<file path="config.mk">
export PLATFORM = sky130hd
export DESIGN_NAME = uart_rx_ascii
export DESIGN_NICKNAME = d
export VERILOG_FILES = /design/src/rtl/uart_rx_ascii.sv
export SDC_FILE = /design/constraint.sdc
export NUM_CORES = 1
export LEC_CHECK = 0
export CELL_PAD_IN_SITES_DETAIL_PLACEMENT = 1
export CELL_PAD_IN_SITES_GLOBAL_PLACEMENT = 1
export CORE_ASPECT_RATIO = 1.1
export CORE_MARGIN = 2
export CORE_UTILIZATION = 45
export DETAILED_ROUTE_END_ITERATION = 10
export PLACE_DENSITY_LB_ADDON = 0.1
export SLEW_MARGIN = 20
export SYNTH_ARGS = -nofsm -noshare
export SYNTH_HDL_FRONTEND = slang
export SYNTH_SLANG_ARGS = --single-unit
</file>
<file path="constraint.sdc">
create_clock -name clk -period 2.7 [get_ports clk]
set_input_delay 0.27 -clock clk [delete_from_list [all_inputs] [get_ports clk]]
set_output_delay 0.27 -clock clk [all_outputs]
set_load 0.02 [all_outputs]
</file>
<file path="src/rtl/uart_rx_ascii.sv">
// uart_rx_ascii: 8N1 UART receiver delivering each good byte with a one-cycle strobe and flagging bad stop bits.
module uart_rx_ascii #(
  parameter int CLK_FREQ = 100_000_000,
  parameter int BAUD     = 9600
) (
  input  logic       clk,
  input  logic       rst,
  input  logic       rx,
  output logic [7:0] ascii_data,
  output logic       data_came,
  output logic       frame_error
);
  localparam int CPB = CLK_FREQ / BAUD;
  localparam int CW  = $clog2(CPB);
  localparam logic [CW-1:0] HALF = CW'(CPB / 2 - 1);
  localparam logic [CW-1:0] FULL = CW'(CPB - 1);
  typedef enum logic [2:0] {IDLE, START, DATA, STOP, WAIT_HIGH} state_t;
  state_t state;
  logic [1:0] sync;
  logic [CW-1:0] cnt;
  logic [2:0] bit_idx;
  logic [7:0] shreg;
  logic rx_s;
  assign rx_s = sync[1];
  always_ff @(posedge clk or posedge rst)
    if (rst) sync <= 2'b11;
    else sync <= {sync[0], rx};
  // Leaving STOP at mid-bit gives half a bit of margin to catch a back-to-back start bit.
  always_ff @(posedge clk or posedge rst)
    if (rst) begin
      state       <= WAIT_HIGH;
      cnt         <= '0;
      bit_idx     <= '0;
      shreg       <= '0;
      ascii_data  <= '0;
      data_came   <= 1'b0;
      frame_error <= 1'b0;
    end else begin
      data_came   <= 1'b0;
      frame_error <= 1'b0;
      case (state)
        IDLE: begin
          cnt <= '0;
          if (!rx_s) state <= START;
        end
        START:
          if (cnt == HALF) begin
            cnt     <= '0;
            bit_idx <= '0;
            state   <= rx_s ? IDLE : DATA;
          end else cnt <= cnt + 1'b1;
        DATA:
          if (cnt == FULL) begin
            cnt     <= '0;
            shreg   <= {rx_s, shreg[7:1]};
            bit_idx <= bit_idx + 1'b1;
            if (bit_idx == 3'd7) state <= STOP;
          end else cnt <= cnt + 1'b1;
        STOP:
          if (cnt == FULL) begin
            cnt <= '0;
            if (rx_s) begin
              ascii_data <= shreg;
              data_came  <= 1'b1;
              state      <= IDLE;
            end else begin
              frame_error <= 1'b1;
              state       <= WAIT_HIGH;
            end
          end else cnt <= cnt + 1'b1;
        WAIT_HIGH: begin
          cnt <= '0;
          if (rx_s) state <= IDLE;
        end
        default: state <= WAIT_HIGH;
      endcase
    end
endmodule

</file>
# After elaboration in Yosys (flattened, before gate mapping)
# Index checks and enable logic that the tools add are counted.
[totals]
regBits = 40
elab_cells = 53
output_inout_bits = 10
in_bits = 3
[op_classes]
mux = 21
reduce_logical = 9
addsub = 2
n_eq_ne = 13
[ops]
columns = ["cell", "count"]
rows = [
  ["$pmux W14 S3", 1],
  ["$mux W14", 2],
  ["$mux W3", 9],
  ["$pmux W3 S5", 1],
  ["$add A14 B1 Y14 const B", 1],
  ["$eq A14 B13 Y1 const B", 1],
  ["$eq A14 B14 Y1 const B", 1],
  ["$ne A2 B2 Y1 const B", 6],
  ["$eq A3 B2 Y1 const B", 2],
  ["$eq A3 B3 Y1 const B", 2],
  ["$mux W1", 6],
  ["$pmux W3 S2", 1],
  ["$reduce_and A3 Y1", 2],
  ["$reduce_and A6 Y1", 1],
  ["$reduce_or A2 Y1", 2],
  ["$add A3 B1 Y3 const B", 1],
  ["$eq A3 B1 Y1 const B", 1],
  ["$logic_not A3 Y1", 1],
  ["$reduce_bool A3 Y1", 1],
  ["$mux W2", 1],
  ["$reduce_and A2 Y1", 1],
  ["$reduce_bool A2 Y1", 1],
]

# Longest topological paths before layout
# Gate-level depths: netlist (run 1).
[depth]
ltp_word = 4
ltp_mapped = 7
mapped_depth_nobuf = 6

# Worst setup path after synthesis (run 1)
# Ideal clock, no wire load.
[synth_timing]
kind = "reg2reg"
start = "reg cnt[4]"
end = "reg shreg[3]"
stages_incl_launch_ff = 6
path_buffers = 1
setup_time_ns = 0.125
arrival_time_ns = 2.112
required_ns = 2.575
path_slack_ns = 0.464
synth_period_minus_slack_ns = 2.236
path_cell_list = "dfrtp_1 or4b_1 nor4_2 nor3b_2 buf_4 mux2_2"
[synth_via]
elab_chain_len = 2
[synth_lines]
columns = ["element", "line", "text"]
rows = [
  ["start: declaration", "20", "logic [CW-1:0] cnt;"],
  ["start signal: assignment", "51", "end else cnt <= cnt + 1'b1;"],
  ["start signal: assignment", "58", "end else cnt <= cnt + 1'b1;"],
  ["start signal: assignment", "70", "end else cnt <= cnt + 1'b1;"],
  ["$eq A14 B14 Y1", "53", "if (cnt == FULL) begin"],
  ["$reduce_and A2 Y1 (no line)", "-", ""],
  ["end signal: assignment", "55", "shreg <= {rx_s, shreg[7:1]};"],
  ["end: declaration", "22", "logic [7:0] shreg;"],
]
# No other way between the ends.
# A chain may end at the register's enable or synchronous reset.

# Final worst setup path (run 1)
[layout_timing]
start = "reg cnt[4]"
end = "reg ascii_data[1]"
[layout_via]
elab_chain_len = 2
[layout_lines]
columns = ["element", "line", "text"]
rows = [
  ["$eq A14 B14 Y1", "60", "if (cnt == FULL) begin"],
  ["$reduce_and A3 Y1 (no line)", "-", ""],
  ["end signal: assignment", "63", "ascii_data <= shreg;"],
  ["end: declaration", "9", "output logic [7:0] ascii_data,"],
]
# No other way between the ends.

==> results.py, run 1 <==
metrics = {
    "status": {
        "outcome": "completed",
    },
    "synthesis": {
        "synth_seq_area_share_pct": 54.8,
        "postSynthCellCount": 156,
        "synth_nets": 162,
        "ys_top_cells_by_area": "dfrtp_1 (51%), mux2_1 (7.4%), dfstp_2 (4.3%)",
        "synthDistinctLibCells": 43,
        "syn_avg_cell_area_um2": 11.7,
        "synth_top_area_share_pct": 50.5,
        "synth_area_um2": 1830,
        "synth_top_area_cell": "dfrtp_1",
        "ys_ff_latch": 40,
        "yosys_warnings": 0,
    },
    "placed_design": {
        "io_buffer_count": 12,
        "place_area_um2": 2020,
        "gp_congestion": 0.726,
        "dp_slack_ns": 0.313,
        "dp_hpwl_um": 2550,
    },
    "setup_path": {
        "path_class": "reg2reg",
        "worst_ep_arrival_time_ns": 2.55,
        "crit_path_max_fanout": 9,
        "critPathLaunchType": "flip-flop",
        "endpoint_kind": "flip-flop",
        "cp_data_required_time_ns": 2.87,
    },
    "cts": {
        "clk_pin_slew_ns": 0.07,
        "h-tree-depth": 2,
        "cts-hold-fix-buffers": 0,
        "insertion_delay_ns": 0.29,
        "cts_root_buf": "clkbuf_8",
        "ctsLongestPathBuffers": 2,
        "cts_tree": "yes",
        "cts_setup_buffers": 0,
        "cts_buffers": 5,
        "cts_sinks": 40,
        "post_cts_resized": 0,
    },
    "timing": {
        "fmax_mhz": 421,
        "tns_ns": 0,
        "whs_ns": 0.364,
        "setup_violations": 0,
        "tightest_slew_ns": 0.534,
        "fin_crit_ns": 2.38,
        "hold_viol_final": 0,
        "setup_ws_ns": 0.323,
        "skew_ns": 0.00550,
        "maxSlewHeadroom_pct": 64.1,
        "finalMaxSlewViolations": 0,
        "post-route-period-util_pct": 88.0,
        "rsz0062_at_grt": "no",
    },
    "global_routing": {
        "grt.overflow.total": 0,
        "grt_util_all_layers_pct": 19.0,
        "grt_max_degree": 41,
        "grt_pass1_vias": 1293,
        "antenna_found_initial": 0,
        "grt_pass1_wl_um": 6580,
    },
    "floorplanning": {
        "row_count": 24,
        "chipWidth_um": 64.8,
        "coreArea_um2": 3930,
        "dieHeight_um": 70.9,
        "io-pin-count": 13,
        "dieArea_um2": 4600,
        "start_util_pct": 46.6,
    },
    "route": {
        "wire_per_inst_um": 16.2,
        "drtAntennaViolNets": 0,
        "drtIter0Drc": 53,
        "via_per_inst": 5.42,
        "drtPass1Iterations": 4,
        "drc": 0,
        "drt_wl_total_um": 3660,
        "vias": 1224,
    },
    "final_layout": {
        "layout-drive-gt1-share_pct": 15.5,
        "nets": 179,
        "seqCellArea_um2": 1000,
        "area_growth_pct": 17.0,
        "n_antenna_cell": 0,
        "final_core_util_pct": 54.5,
        "layout_commonest_cell": "dfrtp_1",
        "fin_area_um2": 2140,
        "multi_input_area_um2": 790,
        "mostFrequentLayoutCells": "dfrtp_1 (37), nor2_1 (16), nand2_1 (12), mux2_1 (12), clkdlybuf4s50_1 (12)",
        "n_fill_cell": 426,
    },
    "pwr": {
        "cellPowerDensity_nw_per_um2": 537,
        "power.leakage_nw": 0.992,
        "ir_worst_vdd_uv": 282,
    },
    "min_path": {
        "worstHoldPathType": "reg2reg",
    },
    "flow_run": {
        "cap_violations": 0,
    },
}
## kinds of logic after synthesis
kind of cell | count (synthesis) | synth area share (%)
xor gates and xnor gates | 12 | 5.74
DFF | 40 | 54.9
buffers and inverters | 8 | 2.05
adders and majority gates | 3 | 2.05
and+or+nand+nor | 60 | 19.1
AOI/OAI and AO/OA | 15 | 5.33
muxes | 18 | 10.9
## power breakdown
part	total [mW]	leakage, nW	internal [mW]	switching (mW)
Sequential	0.603	0.534	0.601	0.00146
Combinational	0.0154	0.394	0.00375	0.0116
Clock	0.533	0.0645	0.326	0.207
Total	1.15	0.992	0.931	0.220
## final cells by class
type	count	share of cell area (%)
well taps	52	3.04
clock inverters	1	1.40
flip-flops and latches	40	46.9
repair buffers	16	7.01
multi-input cells	108	36.8
clock buffers	7	4.50
inverters	2	0.350
## per-stage QoR
| step | power [mW] | std cells |
|---|---|---|
| floorplan | 0.623 | 156 |
| global placement | 0.631 | 218 |
| detailed placement | 0.631 | 218 |
| CTS | 1.17 | 226 |
| global route | 1.20 | 226 |
| finish | 1.15 | 226 |
## critical path, stage by stage, from the launching register on
cell and delay, ns:
dfrtp_1 0.44, or4b_1 0.58, nor4_2 0.37, and3_1 0.50
mux2_1 0.37
## cells in the mapped netlist, drive strengths merged
cell,number
a21oi,3
a31oi,2
a32o,1
and3,4
and3b,1
and4,2
buf,5
clkbuf,1
dfrtp,37
dfstp,3
ha,3
inv,2
mux2,16
mux2i,2
nand2,12
nand3,5
nand3b,2
nand4,2
nand4b,1
nand4bb,1
nor2,16
nor2b,1
nor3,1
nor3b,1
nor4,3
o211ai,1
o21a,2
o21ai,5
o41ai,1
or2,1
or3,2
or3b,1
or4,1
or4b,3
xnor2,3
xor2,9
## flip-flops by register name (all words and copies together) (netlist names)
name / count
frame_error: 1
shreg: 8
sync: 2
data_came: 1
bit_idx: 3
state: 3
cnt: 14
ascii_data: 8
## metal layers
layer / GRT usage, % / vias up / part of all wire (%)
met2: 29.8 / 15 / 49
li1: - / 585 / -
met5: 0 / - / 0
met1: 25.3 / 619 / 47
met3: 4.61 / 5 / 2.7
met4: 7.80 / 0 / 1.7
## path summary, 6_finish.rpt
check | from | end | slack [ns] | depth (start not counted)
setup / recovery | cnt[4] | ascii_data[1] | 0.32 | 4
hold / removal | sync[0] | sync[1] | 0.36 | 0
setup reg to reg | cnt[4] | ascii_data[1] | 0.32 | 4
hold reg to reg | sync[0] | sync[1] | 0.36 | 0
max in group asynchronous | rst | sync[0] | 1.92 | 3
min in group asynchronous | rst | cnt[12] | 0.41 | 3
(Power assumes the default switching activity.)
==> inputs of run 2 (changes only) <==
- PLACE_DENSITY: default -> 0.78
- PLACE_DENSITY_LB_ADDON: 0.1 -> default
==> run 2 against run 1 <==
Against the previous run: critical path depth is 2 higher; combinational power hardly changed; worst hold slack worse by 0.0040 ns; via count is 1.5% higher; clock-buffer cell count is 1 lower; sequential cell count stayed put; die area stayed put; clock skew is 0.0036 ns higher; first-iteration DRC count is 19% lower; critical path type unchanged; highest routed layer unchanged.
==> results.py, run 2 (synthesis results as in run 1) <==
metrics = {
    "final_layout": {
        "layout-drive-gt1-share_pct": 14.9,
        "largest-register": "cnt",
        "mostFrequentLayoutCells": "dfrtp_1 (37), nor2_1 (16), nand2_1 (12), mux2_1 (12), clkdlybuf4s50_1 (12)",
        "n_antenna_cell": 0,
        "nets": 179,
        "reg.largest.list": "cnt (14), ascii_data (8), shreg (8)",
        "layout_commonest_cell": "dfrtp_1",
        "largest_reg_flops": 14,
        "area_growth_pct": 17.3,
    },
    "min_path": {
        "worstHoldPathType": "reg2reg",
        "hp-start": "sync[0]",
    },
    "global_routing": {
        "grt_max_degree": 41,
        "grt.overflow.total": 0,
        "antenna_found_initial": 0,
        "grt_pass1_vias": 1347,
        "grt_pass1_wl_um": 6710,
        "grt_util_all_layers_pct": 19.5,
    },
    "setup_path": {
        "crit_path_max_fanout": 11,
        "timing.rr.start": "cnt[4]",
        "critPathMaxStageDelay_ns": 0.61,
        "worst_ep_arrival_time_ns": 2.57,
        "crit_start": "cnt[4]",
        "cpMaxStageDelayCell": "or4b_1",
        "critPathLaunchType": "flip-flop",
        "path_cells": "or4b_1, nor4_1, nand3b_1, o21ai_1, buf_4, nor2_1",
        "cp_data_required_time_ns": 2.87,
        "path_class": "reg2reg",
        "endpoint_kind": "flip-flop",
    },
    "floorplanning": {
        "start_util_pct": 46.6,
        "coreArea_um2": 3930,
        "chipWidth_um": 64.8,
        "dieHeight_um": 70.9,
        "dieArea_um2": 4600,
        "io-pin-count": 13,
        "row_count": 24,
    },
    "timing": {
        "fmax_mhz": 418,
        "maxSlewHeadroom_pct": 63.7,
        "skew_ns": 0.00915,
        "setup_violations": 0,
        "finalMaxSlewViolations": 0,
        "post-route-period-util_pct": 88.6,
        "hold_viol_final": 0,
        "tns_ns": 0,
        "rsz0062_at_grt": "no",
        "tightest_slew_ns": 0.539,
        "setup_ws_ns": 0.308,
        "fin_crit_ns": 2.39,
    },
    "pwr": {
        "power.leakage_nw": 0.993,
        "ir_worst_vdd_uv": 395,
        "cellPowerDensity_nw_per_um2": 556,
    },
    "cts": {
        "cts-hold-fix-buffers": 0,
        "cts_sinks": 40,
        "ctsLongestPathBuffers": 2,
        "post_cts_resized": 0,
        "h-tree-depth": 2,
        "cts_root_buf": "clkbuf_8",
        "insertion_delay_ns": 0.29,
        "cts_setup_buffers": 0,
        "cts_tree": "yes",
        "clk_pin_slew_ns": 0.08,
        "cts_buffers": 5,
    },
    "status": {
        "outcome": "completed",
    },
    "placed_design": {
        "gp_congestion": 0.804,
        "io_buffer_count": 12,
        "dp_slack_ns": 0.306,
        "dp_hpwl_um": 2740,
    },
    "route": {
        "drtIter0Drc": 43,
        "drtAntennaViolNets": 0,
        "vias": 1242,
        "drc": 0,
        "wire_per_inst_um": 17.8,
        "drt_wl_total_um": 4020,
        "via_per_inst": 5.50,
        "drtPass1Iterations": 4,
    },
    "flow_run": {
        "cap_violations": 0,
    },
}
-- run 2: worst max-delay path, delay by kind of cell, from the launching register on --
family / cells / cell delay, ns
buffers and inverters: 1 / 0.20
flip-flops: 1 / 0.45
AO/OA/AOI/OAI: 1 / 0.15
AND/OR/NAND/NOR: 4 / 1.46
-- run 2: path summary, 6_finish.rpt --
check / to / slack, ns / cells past startpoint
worst max-delay path: cnt[7] / 0.31 / 6
worst min register to register: sync[1] / 0.36 / 0
worst max register to register: cnt[7] / 0.31 / 6
min in group asynchronous: cnt[12] / 0.40 / 3
worst min-delay path: sync[1] / 0.36 / 0
max in group asynchronous: sync[1] / 1.92 / 3
-- run 2: area by class of cell --
| class | instances | area [um2] |
|---|---|---|
| fill | 410 | 1780 |
| sequential | 40 | 1000 |
| multi-input combinational | 108 | 790 |
| timing repair buffer | 16 | 150 |
| clock buffer | 6 | 72.6 |
| tap | 52 | 65.1 |
| clock inverter | 2 | 60.1 |
| inverter | 2 | 7.51 |
-- run 2: report_power, final --
part | total (mW) | leakage, nW | internal [mW] | switching [mW]
clock | 0.576 | 0.0654 | 0.369 | 0.206
combinational | 0.0157 | 0.394 | 0.00373 | 0.0119
sequential | 0.603 | 0.534 | 0.601 | 0.00141
total | 1.19 | 0.993 | 0.975 | 0.219
-- run 2: layer usage --
metal	global-route usage [%]	share of wire, %	vias to the layer above
li1	-	-	584
met1	22.8	43	633
met2	35.4	53	21
met3	5.09	3.4	4
met4	4.96	0.87	0
met5	0	0	-
-- run 2: through the flow --
stage	cell area, um2	instances	power (mW)	hold slack (ns)	util, %
2_1_floorplan	1830	156	0.623	0.274	-
5_1_grt	2150	226	1.23	0.365	54.6
4_1_cts	2150	226	1.21	0.361	54.6
3_5_place_dp	2020	218	0.631	0.350	51.3
3_3_place_gp	2020	218	0.630	0.345	51.3
6_report	2150	226	1.19	0.360	54.6
